===== config.mk =====
export PLATFORM = sky130hd
export DESIGN_NAME = nor_array_sequencer
export DESIGN_NICKNAME = d
export VERILOG_FILES = /design/src/rtl/nor_array_sequencer.sv
export SDC_FILE = /design/constraint.sdc
export NUM_CORES = 1
export LEC_CHECK = 0
export ABC_AREA = 1
export CAP_MARGIN = 20
export CORE_ASPECT_RATIO = 0.8
export CORE_UTILIZATION = 49
export DETAILED_ROUTE_END_ITERATION = 6
export HOLD_SLACK_MARGIN = 0.06
export PLACE_DENSITY = 0.83
export SETUP_SLACK_MARGIN = 0.05
export SYNTH_ARGS = -nofsm -noshare
export SYNTH_HDL_FRONTEND = slang
export SYNTH_SLANG_ARGS = --single-unit

===== constraint.sdc =====
create_clock -name clk -period 3.8 [get_ports clk]
set_input_delay 1.14 -clock clk [delete_from_list [all_inputs] [get_ports clk]]
set_output_delay 1.14 -clock clk [all_outputs]
set_load 0.1 [all_outputs]

===== src/rtl/nor_array_sequencer.sv =====
// Drives one shared external WIDTH-bit NOR array through a short per-opcode pass
// sequence, composing NOR/NOT/OR/AND/NAND/XNOR/XOR/BUF from NOR passes alone.
module nor_array_sequencer #(
    parameter int WIDTH = 16
) (
    input  logic             clk,
    input  logic             reset,
    input  logic             start,
    input  logic [2:0]       op,
    input  logic [WIDTH-1:0] a,
    input  logic [WIDTH-1:0] b,
    output logic             ready,
    output logic             busy,
    output logic             done,
    output logic [WIDTH-1:0] result,
    output logic [WIDTH-1:0] nor_a,
    output logic [WIDTH-1:0] nor_b,
    input  logic [WIDTH-1:0] nor_out
);

    typedef enum logic [1:0] {
        ST_IDLE,
        ST_RUN,
        ST_DONE
    } state_e;

    typedef enum logic [2:0] {
        SRC_ZERO,
        SRC_A,
        SRC_B,
        SRC_T1,
        SRC_T2,
        SRC_T3
    } src_e;

    typedef enum logic [1:0] {
        DST_T1,
        DST_T2,
        DST_T3,
        DST_R
    } dst_e;

    typedef struct packed {
        src_e x;
        src_e y;
        dst_e dst;
    } pass_t;

    state_e           state_q;
    logic [2:0]       step_q;
    logic [2:0]       op_q;
    logic [WIDTH-1:0] a_q;
    logic [WIDTH-1:0] b_q;
    logic [WIDTH-1:0] t1_q;
    logic [WIDTH-1:0] t2_q;
    logic [WIDTH-1:0] t3_q;
    logic [WIDTH-1:0] result_q;
    logic             done_q;
    logic             busy_q;
    logic             ready_q;

    pass_t            pass_cur;

    function automatic pass_t mk(input src_e x, input src_e y, input dst_e d);
        pass_t p;
        p.x   = x;
        p.y   = y;
        p.dst = d;
        return p;
    endfunction

    // A pass whose dst is DST_R is the final pass of its opcode.
    function automatic pass_t pass_decode(input logic [2:0] op_v, input logic [2:0] step_v);
        pass_t p;
        p = mk(SRC_ZERO, SRC_ZERO, DST_R);
        case (op_v)
            3'd0: p = mk(SRC_A, SRC_B, DST_R);
            3'd1: p = mk(SRC_A, SRC_A, DST_R);
            3'd2: begin
                case (step_v)
                    3'd0:    p = mk(SRC_A,  SRC_B,  DST_T1);
                    default: p = mk(SRC_T1, SRC_T1, DST_R);
                endcase
            end
            3'd3: begin
                case (step_v)
                    3'd0:    p = mk(SRC_A,  SRC_A,  DST_T1);
                    3'd1:    p = mk(SRC_B,  SRC_B,  DST_T2);
                    default: p = mk(SRC_T1, SRC_T2, DST_R);
                endcase
            end
            3'd4: begin
                case (step_v)
                    3'd0:    p = mk(SRC_A,  SRC_A,  DST_T1);
                    3'd1:    p = mk(SRC_B,  SRC_B,  DST_T2);
                    3'd2:    p = mk(SRC_T1, SRC_T2, DST_T3);
                    default: p = mk(SRC_T3, SRC_T3, DST_R);
                endcase
            end
            3'd5: begin
                case (step_v)
                    3'd0:    p = mk(SRC_A,  SRC_B,  DST_T1);
                    3'd1:    p = mk(SRC_A,  SRC_T1, DST_T2);
                    3'd2:    p = mk(SRC_B,  SRC_T1, DST_T3);
                    default: p = mk(SRC_T2, SRC_T3, DST_R);
                endcase
            end
            3'd6: begin
                case (step_v)
                    3'd0:    p = mk(SRC_A,  SRC_B,  DST_T1);
                    3'd1:    p = mk(SRC_A,  SRC_T1, DST_T2);
                    3'd2:    p = mk(SRC_B,  SRC_T1, DST_T3);
                    3'd3:    p = mk(SRC_T2, SRC_T3, DST_T1);
                    default: p = mk(SRC_T1, SRC_T1, DST_R);
                endcase
            end
            default: begin
                case (step_v)
                    3'd0:    p = mk(SRC_A,  SRC_A,  DST_T1);
                    default: p = mk(SRC_T1, SRC_T1, DST_R);
                endcase
            end
        endcase
        return p;
    endfunction

    function automatic logic [WIDTH-1:0] pick(
        input src_e             s,
        input logic [WIDTH-1:0] va,
        input logic [WIDTH-1:0] vb,
        input logic [WIDTH-1:0] v1,
        input logic [WIDTH-1:0] v2,
        input logic [WIDTH-1:0] v3
    );
        logic [WIDTH-1:0] v;
        v = '0;
        case (s)
            SRC_A:   v = va;
            SRC_B:   v = vb;
            SRC_T1:  v = v1;
            SRC_T2:  v = v2;
            SRC_T3:  v = v3;
            default: v = '0;
        endcase
        return v;
    endfunction

    assign pass_cur = pass_decode(op_q, step_q);

    // Array inputs are only non-zero while a pass is actually being evaluated.
    always_comb begin
        nor_a = '0;
        nor_b = '0;
        if (state_q == ST_RUN) begin
            nor_a = pick(pass_cur.x, a_q, b_q, t1_q, t2_q, t3_q);
            nor_b = pick(pass_cur.y, a_q, b_q, t1_q, t2_q, t3_q);
        end
    end

    always_ff @(posedge clk or posedge reset) begin
        if (reset) begin
            state_q  <= ST_IDLE;
            step_q   <= '0;
            op_q     <= '0;
            a_q      <= '0;
            b_q      <= '0;
            t1_q     <= '0;
            t2_q     <= '0;
            t3_q     <= '0;
            result_q <= '0;
            done_q   <= 1'b0;
            busy_q   <= 1'b0;
            ready_q  <= 1'b1;
        end else begin
            case (state_q)
                ST_IDLE: begin
                    done_q <= 1'b0;
                    if (start) begin
                        a_q     <= a;
                        b_q     <= b;
                        op_q    <= op;
                        step_q  <= '0;
                        state_q <= ST_RUN;
                        busy_q  <= 1'b1;
                        ready_q <= 1'b0;
                    end
                end
                ST_RUN: begin
                    case (pass_cur.dst)
                        DST_T1: t1_q <= nor_out;
                        DST_T2: t2_q <= nor_out;
                        DST_T3: t3_q <= nor_out;
                        default: begin
                            result_q <= nor_out;
                            state_q  <= ST_DONE;
                            done_q   <= 1'b1;
                            busy_q   <= 1'b0;
                        end
                    endcase
                    if (pass_cur.dst != DST_R) begin
                        step_q <= step_q + 3'd1;
                    end
                end
                ST_DONE: begin
                    done_q  <= 1'b0;
                    ready_q <= 1'b1;
                    state_q <= ST_IDLE;
                end
                default: begin
                    state_q <= ST_IDLE;
                    done_q  <= 1'b0;
                    busy_q  <= 1'b0;
                    ready_q <= 1'b1;
                end
            endcase
        end
    end

    assign ready  = ready_q;
    assign busy   = busy_q;
    assign done   = done_q;
    assign result = result_q;

endmodule

==> results by group, run 1 <==
Timing
  • Slew @ Worst Pin: 0.927 ns
  • Period utilization: 1.02
  • Slew headroom: 0.380
  • Max-slew violation total from the final report: 0
  • Final min period: 3.89 ns
  • Fmax: 257 MHz
  • Endpoints failing setup: 17
  • PnR worst setup slack: -0.0913 ns
  • Smallest hold slack: 0.497 ns
  • Hold Fails Final Rpt: 0
  • Post-Route Skew: 0.00870 ns
  • RSZ-0062 raised after global routing: true

Global route
  • Initial antenna violation count: 0
  • Vias in the first global route: 5902
  • GRT Util Overall: 0.311
  • GR Overflow Total: 0
  • Global-route wire length before repair: 31.3 mm
  • Largest net degree at the start of global routing: 88

Floorplanning
  • Total core area: 12300 um^2
  • Die height: 103 um
  • Die width: 128 um
  • I/O pin count: 105
  • Initial Util: 0.508
  • Row count: 36
  • Die footprint: 13200 um^2

Routing
  • DRC Markers: 6
  • Via count: 6517
  • Routed Wire Length: 20.6 mm
  • Via density: 5.76
  • ANT nets after route: 0
  • Initial DRC count: 762
  • Number of detailed-route iterations in the first pass: 7
  • DR WL/cell: 18.2 um

Setup path
  • CP Class: reg2out
  • Startpoint types: flop
  • Crit path capture type: primary output
  • WP data arrival: 2.75 ns
  • CP max FO: 8
  • Req. time, crit path: 2.66 ns

Finish
  • Non-Filler Instances: 1131
  • # diodes: 0
  • P&R area growth vs syn: 38.9%
  • Commonest non-fill, non-tap cell in the layout: nand2_1
  • Layout cell share with drive strength beyond 1: 0.285
  • Multi-input logic area: 3470 um^2
  • Most frequent cells in the layout: 247 x nand2_1, 116 x nand3_1, 104 x dfrtp_1
  • Filler instances: 914
  • Final nets: 1014
  • Seq. cell area: 2680 um^2

Placement
  • Cell Count Post-Placement: 1091
  • Port Buffers: 104
  • Dpl hpwl: 13.6 mm
  • Pre-CTS setup slack: 0.211 ns
  • Routability congestion estimate: 1.01

Clock network
  • Clock Latency Late Sink: 0.35 ns
  • Root Buffer: clkbuf_16
  • Clock sink total: 107
  • Clock buffer depth: 2
  • CTS tree: done
  • Total number of H-tree levels: 3
  • TritonCTS Buffers: 9
  • Clk slew on worst S/H paths: 0.07 ns

Yosys
  • Library cells used by synthesis: 29
  • Mapped cell area: 6250 um^2
  • Post-Synthesis Cells: 844
  • Register bit total from synthesis: 107
  • Area leader, netlist: dfrtp_1
  • Ys Warns: 0
  • Largest cells by area after synthesis: dfrtp_1 42%, nand2_1 15%, nand3_1 11%
  • Sequential area share after synthesis: 0.429
  • Mapped Nets: 903
  • Mean Syn Cell Area: 7.40 um^2
  • Area fraction of the dominant cell type after synthesis: 0.424

Job
  • Number of max-cap violations: 0

Run status
  • Status: complete, but fails checks
  • Failing checks: design-rule violations, negative setup slack

Hold path
  • HP Class: reg2reg
## metal layers
metal  wire length, um  global-route usage  share of wire
met1              8710               0.462           0.42
met2              8560               0.452           0.42
met3              2600              0.0742           0.13
met4               682              0.0887          0.033
met5                 0                   0              0
## area by class of cell
class / instances / share of cell area
inverter: 61 / 0.0288
clock inverter: 7 / 0.0108
tap: 171 / 0.0246
sequential: 107 / 0.309
clock buffer: 9 / 0.0259
timing repair buffer: 145 / 0.201
multi-input combinational: 631 / 0.400
## cell usage after synthesis, drive strengths merged
master,count
a21oi,5
buf,31
clkbuf,15
dfrtp,106
dfstp,1
ha,5
inv,61
nand2,271
nand3,146
nand4,18
nor2,97
o211ai,1
o21ai,86
o21bai,1
## cells by family (layout without fill, tap and decap cells)
| logic type | after synthesis | count (layout) | share of synthesized area |
|---|---|---|---|
| flip-flops | 107 | 107 | 0.429 |
| AND/OR/NAND/NOR | 532 | 533 | 0.395 |
| AO/OA/AOI/OAI | 93 | 93 | 0.0825 |
| buffers and inverters | 107 | 222 | 0.0841 |
| adder cells (fa/ha/maj) | 5 | 5 | 0.0100 |
## critical path, stage by stage, from the launching register on
cell	delay (ns)
dfrtp_2	0.45
buf_6	0.13
ha_4	0.17
o21ai_4	0.25
nand3_2	0.14
nand2_4	0.14
nor2_8	0.07
nor2_8	0.17
buf_6	0.14
nand2_8	0.09
o21ai_1	0.18
nor2_1	0.09
nor2_2	0.16
buf_12	0.20
## flip-flops by register name, indices dropped and copies added, names as in the netlist
signal	count
a_q	16
b_q	16
busy	1
done	1
op_q	3
ready	1
result	16
state_q	2
step_q	3
t1_q	16
t2_q	16
t3_q	16
## worst paths after layout
kind / from / to / slack (ns) / cells past startpoint
max: step_q[0] / nor_a[2] / -0.09 / 13
min: done / done / 0.50 / 2
max in group asynchronous: reset / ready / 1.86 / 3
min reg2reg: done / done / 0.50 / 2
min in group asynchronous: reset / result[0] / 1.15 / 2
max reg2reg: step_q[0] / t2_q[4] / 0.93 / 13
## metrics by stage
| stage | util | instance area (um^2) | setup TNS, ns |
|---|---|---|---|
| global placement | 0.629 | 7730 | 0 |
| floorplan | - | 6330 | 0 |
| global route | 0.706 | 8680 | -2.73 |
| detailed placement | 0.629 | 7730 | 0 |
| finish | 0.706 | 8680 | -0.310 |
| CTS | 0.682 | 8390 | 0 |
## what timing repair did
item / in CTS / in global routing
endpoints found under the setup margin: 32 / 32
cloned: 2 / 0
buffers inserted: 17 / 5
gates resized for setup: 49 / 62
pin swaps: 29 / 26
hold buffers: 0 / 0
Power of run 1 is left out: the tool's default activity adds up to more than one toggle a clock period on the data nets, which glitch-free logic cannot reach.
==> run 2, diff against run 1 <==
--- a/config.mk
+++ b/config.mk
@@ -11,7 +11,7 @@
 export CORE_UTILIZATION = 49
 export DETAILED_ROUTE_END_ITERATION = 6
 export HOLD_SLACK_MARGIN = 0.06
-export PLACE_DENSITY = 0.83
+export PLACE_DENSITY_LB_ADDON = 0.15
 export SETUP_SLACK_MARGIN = 0.05
 export SYNTH_ARGS = -nofsm -noshare
 export SYNTH_HDL_FRONTEND = slang
==> constraint.sdc (replaced) <==
create_clock -name clk -period 3.8 [get_ports clk]
set_input_delay 1.14 -clock clk [delete_from_list [all_inputs] [get_ports clk]]
set_output_delay 1.14 -clock clk [all_outputs]
set_load 0.01 [all_outputs]
==> run 2 against run 1 <==
Effect of this change: clock skew increased by 0.0012 ns; critical path type unchanged; highest routed layer unchanged; via count is 2.8% lower; maximum frequency is 3.1% higher; sequential cell count did not move; the run now ends clean.
==> results by group, run 2 (synthesis gave the netlist of run 1 again) <==
Finish
  • Non-Filler Instances: 1152
  • Most frequent cells in the layout: 245 x nand2_1, 131 x nand3_1, 103 x dfrtp_1
  • Final Util: 0.672
  • Layout cell share with drive strength beyond 1: 0.225
  • Multi-input logic area: 3300 um^2
  • Filler instances: 1038
  • Commonest non-fill, non-tap cell in the layout: nand2_1
  • Fin area: 8260 um^2
  • # diodes: 0
  • Final nets: 1035
  • P&R area growth vs syn: 32.1%
  • Seq. cell area: 2680 um^2

Hold path
  • HP Class: reg2reg
  • Worst Hold End: done
  • Min-delay src: done
  • Hold path depth: 2

Timing
  • Final TNS setup: 0 ns
  • Smallest hold slack: 0.507 ns
  • Slew @ Worst Pin: 0.913 ns
  • Fmax: 265 MHz
  • PnR worst setup slack: 0.0246 ns
  • Hold Fails Final Rpt: 0
  • RSZ-0062 raised after global routing: true
  • Final min period: 3.78 ns
  • Period utilization: 0.994
  • Post-Route Skew: 0.00994 ns
  • Endpoints failing setup: 0
  • Max-slew violation total from the final report: 0
  • Slew headroom: 0.390

Setup path
  • RR Endpoint: t1_q[13]
  • Crit-path cells: ha_2, ha_4, buf_4, nand2_2, nand2_4, nor2_8, buf_6, nor2_8, buf_12, buf_8, nand3_1, nand3_1, nor2_1, nor2_1, buf_2
  • Crit path capture type: primary output
  • CP Class: reg2out
  • Crit-path leading delay family: simple AND/OR/NAND/NOR gates
  • CP max stage cell: dfrtp_2
  • Buf+Inv Stages, Crit Path: 5
  • FF-to-FF path depth: 12
  • Reg2reg start: step_q[1]
  • Register-to-Register Setup Slack: 1.04 ns
  • Crit-path max cell delay: 0.47 ns
  • CP max FO: 8
  • Req. time, crit path: 2.66 ns
  • Startpoint types: flop
  • WP data arrival: 2.64 ns

Floorplanning
  • Die footprint: 13200 um^2
  • Initial Util: 0.508
  • Row count: 36
  • Total core area: 12300 um^2
  • Die width: 128 um
  • I/O pin count: 105
  • Die height: 103 um

Pwr
  • Worst IR drop on VDD: 0.000593 V
  • Leakage power: 4.11 nW
  • Power Density: 1090 nW/um^2
  • Total power: 8.98 mW

Clock network
  • Hold buffers post-CTS: 0
  • Clock sink total: 107
  • CTS tree: done
  • Clock Latency Late Sink: 0.36 ns
  • TritonCTS Buffers: 9
  • Clock buffer depth: 2
  • Clk slew on worst S/H paths: 0.08 ns
  • Root Buffer: clkbuf_16
  • Total number of H-tree levels: 3

Routing
  • Via count: 6333
  • DRC Markers: 0
  • ANT nets after route: 0
  • Via density: 5.50
  • Number of detailed-route iterations in the first pass: 7
  • DR WL/cell: 18.0 um
  • Initial DRC count: 543
  • Routed Wire Length: 20.7 mm

Placement
  • Cell Count Post-Placement: 1112
  • Routability congestion estimate: 0.929
  • Pre-CTS setup slack: -0.143 ns
  • Port Buffers: 104
  • Dpl hpwl: 15.1 mm
  • Placed Instance Area: 7590 um^2

Global route
  • Initial antenna violation count: 0
  • Vias in the first global route: 5673
  • Largest net degree at the start of global routing: 42
  • GRT Util Overall: 0.319
  • GR Overflow Total: 0
  • Global-route wire length before repair: 31.3 mm

Run status
  • Status: finished clean

Job
  • Number of max-cap violations: 0
-- run 2: power breakdown --
| part | internal, mW | switching (mW) |
|---|---|---|
| logic | 2.31 | 3.45 |
| clock network | 0.466 | 0.462 |
| registers | 1.70 | 0.589 |
-- run 2: repair_timing --
action	4_1_cts	5_1_grt
buffers inserted	15	8
cloned	0	1
gates resized for setup	160	49
pin swaps	16	15
endpoints found under the setup margin	32	32
-- run 2: cell type report --
| cell class | count | share of cell area |
|---|---|---|
| clock buffer | 10 | 0.0277 |
| clock inverter | 6 | 0.00788 |
| inverter | 61 | 0.0303 |
| multi-input combinational | 631 | 0.400 |
| sequential | 107 | 0.325 |
| tap | 171 | 0.0259 |
| timing repair buffer | 166 | 0.183 |
-- run 2: worst max path at each step --
stage          startpoint   endpoint  slack [ns]  depth (start not counted)
2_1_floorplan   step_q[0]  nor_a[10]        0.70                         12
3_3_place_gp    step_q[0]   nor_b[0]       -0.12                         13
3_5_place_dp    step_q[0]  nor_b[14]       -0.14                         15
4_1_cts         step_q[0]  nor_a[11]       -0.02                         14
5_1_grt         step_q[0]   nor_a[6]       -0.09                         14
6_report        step_q[0]   nor_a[3]        0.02                         15
-- run 2: layer usage --
layer,part of all wire,track usage
met5,0,0
met4,0.013,0.0787
met1,0.48,0.499
met3,0.11,0.0950
met2,0.39,0.420
-- run 2: worst min-delay path: cells and delay by family (launching register included) --
kind | cells | cell delay (ns)
DFF | 1 | 0.36
and+or+nand+nor | 2 | 0.12
Note: power is estimated with default switching activity, not from simulation.
